--- src/rtl/pc_fetch_ctrl_if.sv ---
// Fetch-controller bus: run control, branch decode/ALU inputs, target-LUT write port, PC/status outputs.
// Pure wiring, no latency.
// No backpressure; stall is carried as an ordinary input.
interface pc_fetch_ctrl_if #(
    parameter int PC_W  = 10,
    parameter int IDX_W = 5,
    parameter int CNT_W = 16
);
    logic             i_start;
    logic             i_stall;
    logic             i_halt_req;
    logic             i_branch;
    logic [7:0]       i_alu_out;
    logic [IDX_W-1:0] i_lut_idx;
    logic             i_lut_we;
    logic [IDX_W-1:0] i_lut_waddr;
    logic [PC_W-1:0]  i_lut_wdata;
    logic [PC_W-1:0]  o_pc;
    logic             o_running;
    logic             o_done;
    logic [CNT_W-1:0] o_retired;

    // Driver side (instruction decode / test environment).
    modport master (
        output i_start, i_stall, i_halt_req, i_branch, i_alu_out,
        output i_lut_idx, i_lut_we, i_lut_waddr, i_lut_wdata,
        input  o_pc, o_running, o_done, o_retired
    );

    // Fetch-controller side.
    modport slave (
        input  i_start, i_stall, i_halt_req, i_branch, i_alu_out,
        input  i_lut_idx, i_lut_we, i_lut_waddr, i_lut_wdata,
        output o_pc, o_running, o_done, o_retired
    );
endinterface

--- src/rtl/pc_fetch_ctrl.sv ---
// Program-counter/fetch controller: IDLE/RUN/HALTED FSM, branch-target LUT, saturating retire counter.
// PC, state and counter update one edge after qualifying inputs; LUT writes visible the next cycle.
// stall freezes PC/counter/state in RUN only; start edge detect and LUT writes are never stalled.
module pc_fetch_ctrl #(
    parameter int PC_W       = 10,
    parameter int IDX_W      = 5,
    parameter int START_ADDR = 0,
    parameter int CNT_W      = 16
) (
    input logic             i_clk,
    input logic             i_reset,
    pc_fetch_ctrl_if.slave  bus
);
    typedef enum logic [1:0] {S_IDLE, S_RUN, S_HALTED} state_t;

    localparam int              LUT_D    = 1 << IDX_W;
    localparam logic [PC_W-1:0] START_PC = PC_W'(START_ADDR);

    state_t           r_state;
    state_t           w_state_nxt;
    logic [PC_W-1:0]  r_pc;
    logic [PC_W-1:0]  w_pc_nxt;
    logic [CNT_W-1:0] r_retired;
    logic [CNT_W-1:0] w_retired_nxt;
    logic [CNT_W-1:0] w_retired_inc;
    logic             r_start_q;
    logic             w_start_rise;
    logic             w_taken;
    logic [PC_W-1:0]  w_lut_rd;
    logic [PC_W-1:0]  r_lut [LUT_D];

    // Only the taken flag of the ALU result matters here.
    logic w_unused_alu;
    assign w_unused_alu = ^bus.i_alu_out[7:1];

    assign w_start_rise  = bus.i_start & ~r_start_q;
    assign w_taken       = bus.i_branch & bus.i_alu_out[0];
    // Read before any same-cycle write lands, so a colliding branch sees the old target.
    assign w_lut_rd      = r_lut[bus.i_lut_idx];
    assign w_retired_inc = (r_retired == {CNT_W{1'b1}}) ? r_retired : r_retired + 1'b1;

    // Next-state, next-PC and next-count decode; everything holds unless a rule below fires.
    always_comb begin
        w_state_nxt   = r_state;
        w_pc_nxt      = r_pc;
        w_retired_nxt = r_retired;
        unique case (r_state)
            S_IDLE, S_HALTED: begin
                if (w_start_rise) begin
                    w_state_nxt   = S_RUN;
                    w_pc_nxt      = START_PC;
                    w_retired_nxt = '0;
                end
            end
            S_RUN: begin
                if (!bus.i_stall) begin
                    w_retired_nxt = w_retired_inc;
                    if (bus.i_halt_req) begin
                        w_state_nxt = S_HALTED;
                    end else if (w_taken) begin
                        w_pc_nxt = w_lut_rd;
                    end else begin
                        w_pc_nxt = r_pc + 1'b1;
                    end
                end
            end
            default: begin
                w_state_nxt = S_IDLE;
            end
        endcase
    end

    // State, PC, counter and start-edge history registers.
    always_ff @(posedge i_clk or posedge i_reset) begin
        if (i_reset) begin
            r_state   <= S_IDLE;
            r_pc      <= '0;
            r_retired <= '0;
            r_start_q <= 1'b0;
        end else begin
            r_state   <= w_state_nxt;
            r_pc      <= w_pc_nxt;
            r_retired <= w_retired_nxt;
            r_start_q <= bus.i_start;
        end
    end

    // Branch-target LUT: writable in any state, cleared by reset.
    always_ff @(posedge i_clk or posedge i_reset) begin
        if (i_reset) begin
            for (int i = 0; i < LUT_D; i++) begin
                r_lut[i] <= '0;
            end
        end else if (bus.i_lut_we) begin
            r_lut[bus.i_lut_waddr] <= bus.i_lut_wdata;
        end
    end

    assign bus.o_pc      = r_pc;
    assign bus.o_retired = r_retired;
    assign bus.o_running = (r_state == S_RUN);
    assign bus.o_done    = (r_state == S_HALTED);
endmodule

--- src/flat_wrapper.sv ---
// flat-port wrapper written by rule: the top's interface ports become plain ports
module pc_fetch_ctrl_flat 
#(
    parameter int PC_W       = 10,
    parameter int IDX_W      = 5,
    parameter int START_ADDR = 0,
    parameter int CNT_W      = 16
)
  (i_clk, i_reset, bus_i_start, bus_i_stall, bus_i_halt_req, bus_i_branch, bus_i_alu_out, bus_i_lut_idx, bus_i_lut_we, bus_i_lut_waddr, bus_i_lut_wdata, bus_o_pc, bus_o_running, bus_o_done, bus_o_retired);
  pc_fetch_ctrl_if #(.PC_W(PC_W), .IDX_W(IDX_W), .CNT_W(CNT_W)) bus_i ();
  input logic i_clk;
  input logic i_reset;
  input wire logic [$bits(bus_i.i_start)-1:0] bus_i_start;
  input wire logic [$bits(bus_i.i_stall)-1:0] bus_i_stall;
  input wire logic [$bits(bus_i.i_halt_req)-1:0] bus_i_halt_req;
  input wire logic [$bits(bus_i.i_branch)-1:0] bus_i_branch;
  input wire logic [$bits(bus_i.i_alu_out)-1:0] bus_i_alu_out;
  input wire logic [$bits(bus_i.i_lut_idx)-1:0] bus_i_lut_idx;
  input wire logic [$bits(bus_i.i_lut_we)-1:0] bus_i_lut_we;
  input wire logic [$bits(bus_i.i_lut_waddr)-1:0] bus_i_lut_waddr;
  input wire logic [$bits(bus_i.i_lut_wdata)-1:0] bus_i_lut_wdata;
  output wire logic [$bits(bus_i.o_pc)-1:0] bus_o_pc;
  output wire logic [$bits(bus_i.o_running)-1:0] bus_o_running;
  output wire logic [$bits(bus_i.o_done)-1:0] bus_o_done;
  output wire logic [$bits(bus_i.o_retired)-1:0] bus_o_retired;
  assign bus_i.i_start = bus_i_start;
  assign bus_i.i_stall = bus_i_stall;
  assign bus_i.i_halt_req = bus_i_halt_req;
  assign bus_i.i_branch = bus_i_branch;
  assign bus_i.i_alu_out = bus_i_alu_out;
  assign bus_i.i_lut_idx = bus_i_lut_idx;
  assign bus_i.i_lut_we = bus_i_lut_we;
  assign bus_i.i_lut_waddr = bus_i_lut_waddr;
  assign bus_i.i_lut_wdata = bus_i_lut_wdata;
  assign bus_o_pc = bus_i.o_pc;
  assign bus_o_running = bus_i.o_running;
  assign bus_o_done = bus_i.o_done;
  assign bus_o_retired = bus_i.o_retired;
  pc_fetch_ctrl #(.PC_W(PC_W), .IDX_W(IDX_W), .START_ADDR(START_ADDR), .CNT_W(CNT_W)) u_core (.i_clk(i_clk), .i_reset(i_reset), .bus(bus_i));
endmodule
--- config.mk ---
export PLATFORM = sky130hd
export DESIGN_NAME = pc_fetch_ctrl_flat
export DESIGN_NICKNAME = d
export VERILOG_FILES = /design/src/rtl/pc_fetch_ctrl_if.sv /design/src/rtl/pc_fetch_ctrl.sv /design/src/flat_wrapper.sv
export SDC_FILE = /design/constraint.sdc
export NUM_CORES = 1
export LEC_CHECK = 0
export ABC_CLOCK_PERIOD_IN_PS = 25400
export BUFFER_PORTS_ARGS = -buffer_cell sky130_fd_sc_hd__buf_2
export CAP_MARGIN = 40
export CORE_ASPECT_RATIO = 0.7
export CORE_MARGIN = 2
export CORE_UTILIZATION = 50
export CTS_CLUSTER_DIAMETER = 150
export DETAILED_ROUTE_END_ITERATION = 8
export PLACE_DENSITY_LB_ADDON = 0.05
export SKIP_LAST_GASP = 1
export SLEW_MARGIN = 40
export SYNTH_ARGS = -nofsm -noshare
export SYNTH_HDL_FRONTEND = slang
export SYNTH_SLANG_ARGS = --single-unit
--- constraint.sdc ---
create_clock -name i_clk -period 25.4 [get_ports i_clk]
set_input_delay 5.08 -clock i_clk [delete_from_list [all_inputs] [get_ports i_clk]]
set_output_delay 5.08 -clock i_clk [all_outputs]
set_load 0.1 [all_outputs]
==> impl_metrics.env <==
export IMPL_cts_buffers_inserted=37
export IMPL_gr_usage_all_layers_pct=24.4
export IMPL_yosysTopAreaCell="dfrtp_1"
export IMPL_grt_pass1_vias=9933
export IMPL_die_area_sq_mm=0.0342
export IMPL_ir_drop_v=0.0000562
export IMPL_rsz0062_at_grt="no"
export IMPL_setup_viol=0
export IMPL_clock_power_share_pct=34.7
export IMPL_cp_startpoint="bus_i_lut_idx[1]"
export IMPL_hpwl_mm=24.9
export IMPL_final_core_util_pct=56.2
export IMPL_htreeDepth=2
export IMPL_worst_path_max_delay_cell="buf_6"
export IMPL_yosysUniqueCellTypes=55
export IMPL_worstHoldStart="u_core.r_lut[132]"
export IMPL_pre_cts_slack_ns=17.39
export IMPL_min_period_ns=7.36
export IMPL_fp_dieW_um=220
export IMPL_clock_root_buffer="clkbuf_16"
export IMPL_ys_seq_area_share_pct=53.4
export IMPL_area_growth_pct=11.0
export IMPL_cts_hold_buffers=0
export IMPL_drt_wl_total_mm=39.8
export IMPL_drt_vias_per_instance=6.04
export IMPL_cp_common_cell="mux2i_1"
export IMPL_grt_pass1_wl_mm=62.1
export IMPL_hold_class="flop to flop"
export IMPL_antenna_found_initial=0
export IMPL_r2r_start="u_core.r_state[0]"
export IMPL_yosysWarnings=0
export IMPL_vias=9746
export IMPL_p_total_mw=1.54
export IMPL_ys_flop_type="dfrtp_1"
export IMPL_synthesis_nets=1165
export IMPL_crit_chain="buf_4 > buf_6 > mux4_2 > mux2i_1 > mux2i_1 > o21ai_0 > a21oi_1"
export IMPL_gp_congestion=0.824
export IMPL_drt_initial_drc_count=740
export IMPL_cts_resized=0
export IMPL_layout_nets=1197
export IMPL_design_area_sq_mm=0.0181
export IMPL_p_seq_share_pct=46.7
export IMPL_path_delay_family="buffers and inverters"
export IMPL_final_layout_size_suffix_gt1_share_pct=46.7
export IMPL_postRouteAntennaNets=0
export IMPL_hold_violations=0
export IMPL_fmax_mhz=136
export IMPL_ys_ff_latch=349
export IMPL_max_slew_margin_rel_pct=47.8
export IMPL_firstDrtPassIters=5
export IMPL_drc=0
export IMPL_combPwrFrac_pct=18.6
export IMPL_port_buffers=55
export IMPL_p_int_mw=1.11
export IMPL_arrival_ns=7.76
export IMPL_path_clk_slew_ns=0.06
export IMPL_final_cell_mix="dfrtp_1, mux2_2, mux4_2"
export IMPL_nFillCells=2649
export IMPL_switchingPower_mw=0.426
export IMPL_p_per_area_mw_per_mm2=84.7
export IMPL_crit_path_max_incr_delay_ns=0.59
export IMPL_synth_area_leaders="dfrtp_1, mux2_2, mux4_2"
export IMPL_worst_slack_ns=18.04
export IMPL_die_h_um=155
export IMPL_io_pins=63
export IMPL_period_share_pct=29.0
export IMPL_fin_skew_ns=0.0150
export IMPL_syn_area_per_cell_sq_um=14.5
export IMPL_synth_edf_count=0
export IMPL_initial_core_util_pct=50.6
export IMPL_synth_top_area_share_pct=53.4
export IMPL_syn_area_sq_mm=0.0163
export IMPL_cellLeakagePower_nw=8.04
export IMPL_layout_commonest_cell="dfrtp_1"
export IMPL_tns_ns=0
export IMPL_worstMarginPinSlew_ns=0.782
export IMPL_startpoint_type="input pin"
export IMPL_drv_cap=0
export IMPL_outcome="completed"
export IMPL_overflow=0
export IMPL_cts_sinks=349
export IMPL_routedWlPerCell_um=24.7
export IMPL_place_area_sq_mm=0.0169
export IMPL_clk_latency_ns=0.55
export IMPL_grt_max_degree=83
export IMPL_core_area_sq_mm=0.0323
export IMPL_std_cell_rows=55
export IMPL_swShare_pct=27.7
export IMPL_critical_path_required_ns=25.80
export IMPL_cp_end_kind="flop"
export IMPL_worst_path_max_fanout=53
export IMPL_cts_setup_buffers=0
export IMPL_critPathBufInv=2
export IMPL_postSynthCellCount=1128
export IMPL_clk_path_buf_depth=3
export IMPL_finalMaxSlewViolations=0
export IMPL_worstSetupPathType="input pin to flop"
export IMPL_synthArstFlopShare_pct=100
export IMPL_cts_tree="built"
worst paths after layout:
path                                            to  slack (ns)  cells past startpoint
min in group asynchronous         u_core.r_lut[50]        4.60                      2
hold / removal                   u_core.r_lut[132]        0.50                      1
hold reg to reg                  u_core.r_lut[132]        0.50                      1
max in group asynchronous       u_core.bus.o_pc[1]       19.19                      4
setup reg to reg           u_core.bus.o_retired[7]       23.01                      5
setup / recovery                u_core.bus.o_pc[3]       18.04                      7
cell usage after synthesis (all sizes together) (5+ instances only):
cell type,count
a21oi,13
a22oi,6
and3,5
buf,21
clkbuf,48
dfrtp,349
mux2,332
mux2i,18
mux4,76
nand2,56
nand2b,6
nand3,19
nand3b,7
nand4,12
nor2,50
nor2b,5
nor3,14
nor3b,7
o211ai,5
o21ai,17
o22ai,5
o31ai,5
xnor2,7
per-layer routing:
layer	routed length, um	vias up	track usage, %
li1	-	4281	-
met3	1750	54	3.50
met4	782	0	5.88
met2	17000	237	34.8
met5	0	-	0
met1	20300	5174	39.1
cell type report:
class / instances / area (sq um) / share of cell area (%)
flip-flops and latches: 349 / 8730 / 48.2
multi-input cells: 706 / 7300 / 40.2
clock buffers: 55 / 1100 / 6.04
well taps: 427 / 534 / 2.95
repair buffers: 62 / 364 / 2.01
clock inverters: 10 / 87.6 / 0.483
inverters: 4 / 22.5 / 0.124
diodes: 1 / 2.50 / 0.0138
flip-flops by register name (all words and copies together) (netlist names):
signal                cells
u_core.bus.o_retired     16
u_core.r_start_q          1
u_core.r_state            2
u_core.r_lut            320
u_core.bus.o_pc          10
worst reg2reg max path, delay by kind of cell, from the launching register on:
kind             cells  cell delay, ns
flip-flops           1            0.46
AND/OR/NAND/NOR      3            0.96
XOR/XNOR             1            0.19
AO/OA/AOI/OAI        1            0.63
through the flow:
| step | hold slack (ns) | cells |
|---|---|---|
| after floorplan | 0.474 | 1128 |
| after global placement | 0.482 | 1547 |
| after detailed placement | 0.489 | 1547 |
| after CTS | 0.502 | 1612 |
| after global routing | 0.507 | 1613 |
| final | 0.498 | 1614 |
kinds of logic after synthesis:
group / share of synthesized area, %
mux: 34.4
xor+xnor: 0.375
flops: 53.4
compound gates: 2.80
fa+ha+maj: 0.153
buf+inv: 1.98
simple gates: 6.81
power groups by stage:
stage	combinational (mW)	sequential [mW]	clock, mW
6_report	0.285	0.717	0.533
5_1_grt	0.307	0.730	0.569
4_1_cts	0.288	0.716	0.546
3_5_place_dp	0.287	0.726	0
3_3_place_gp	0.281	0.722	0
2_1_floorplan	0.198	0.740	0
Note: power is estimated with default switching activity, not from simulation.
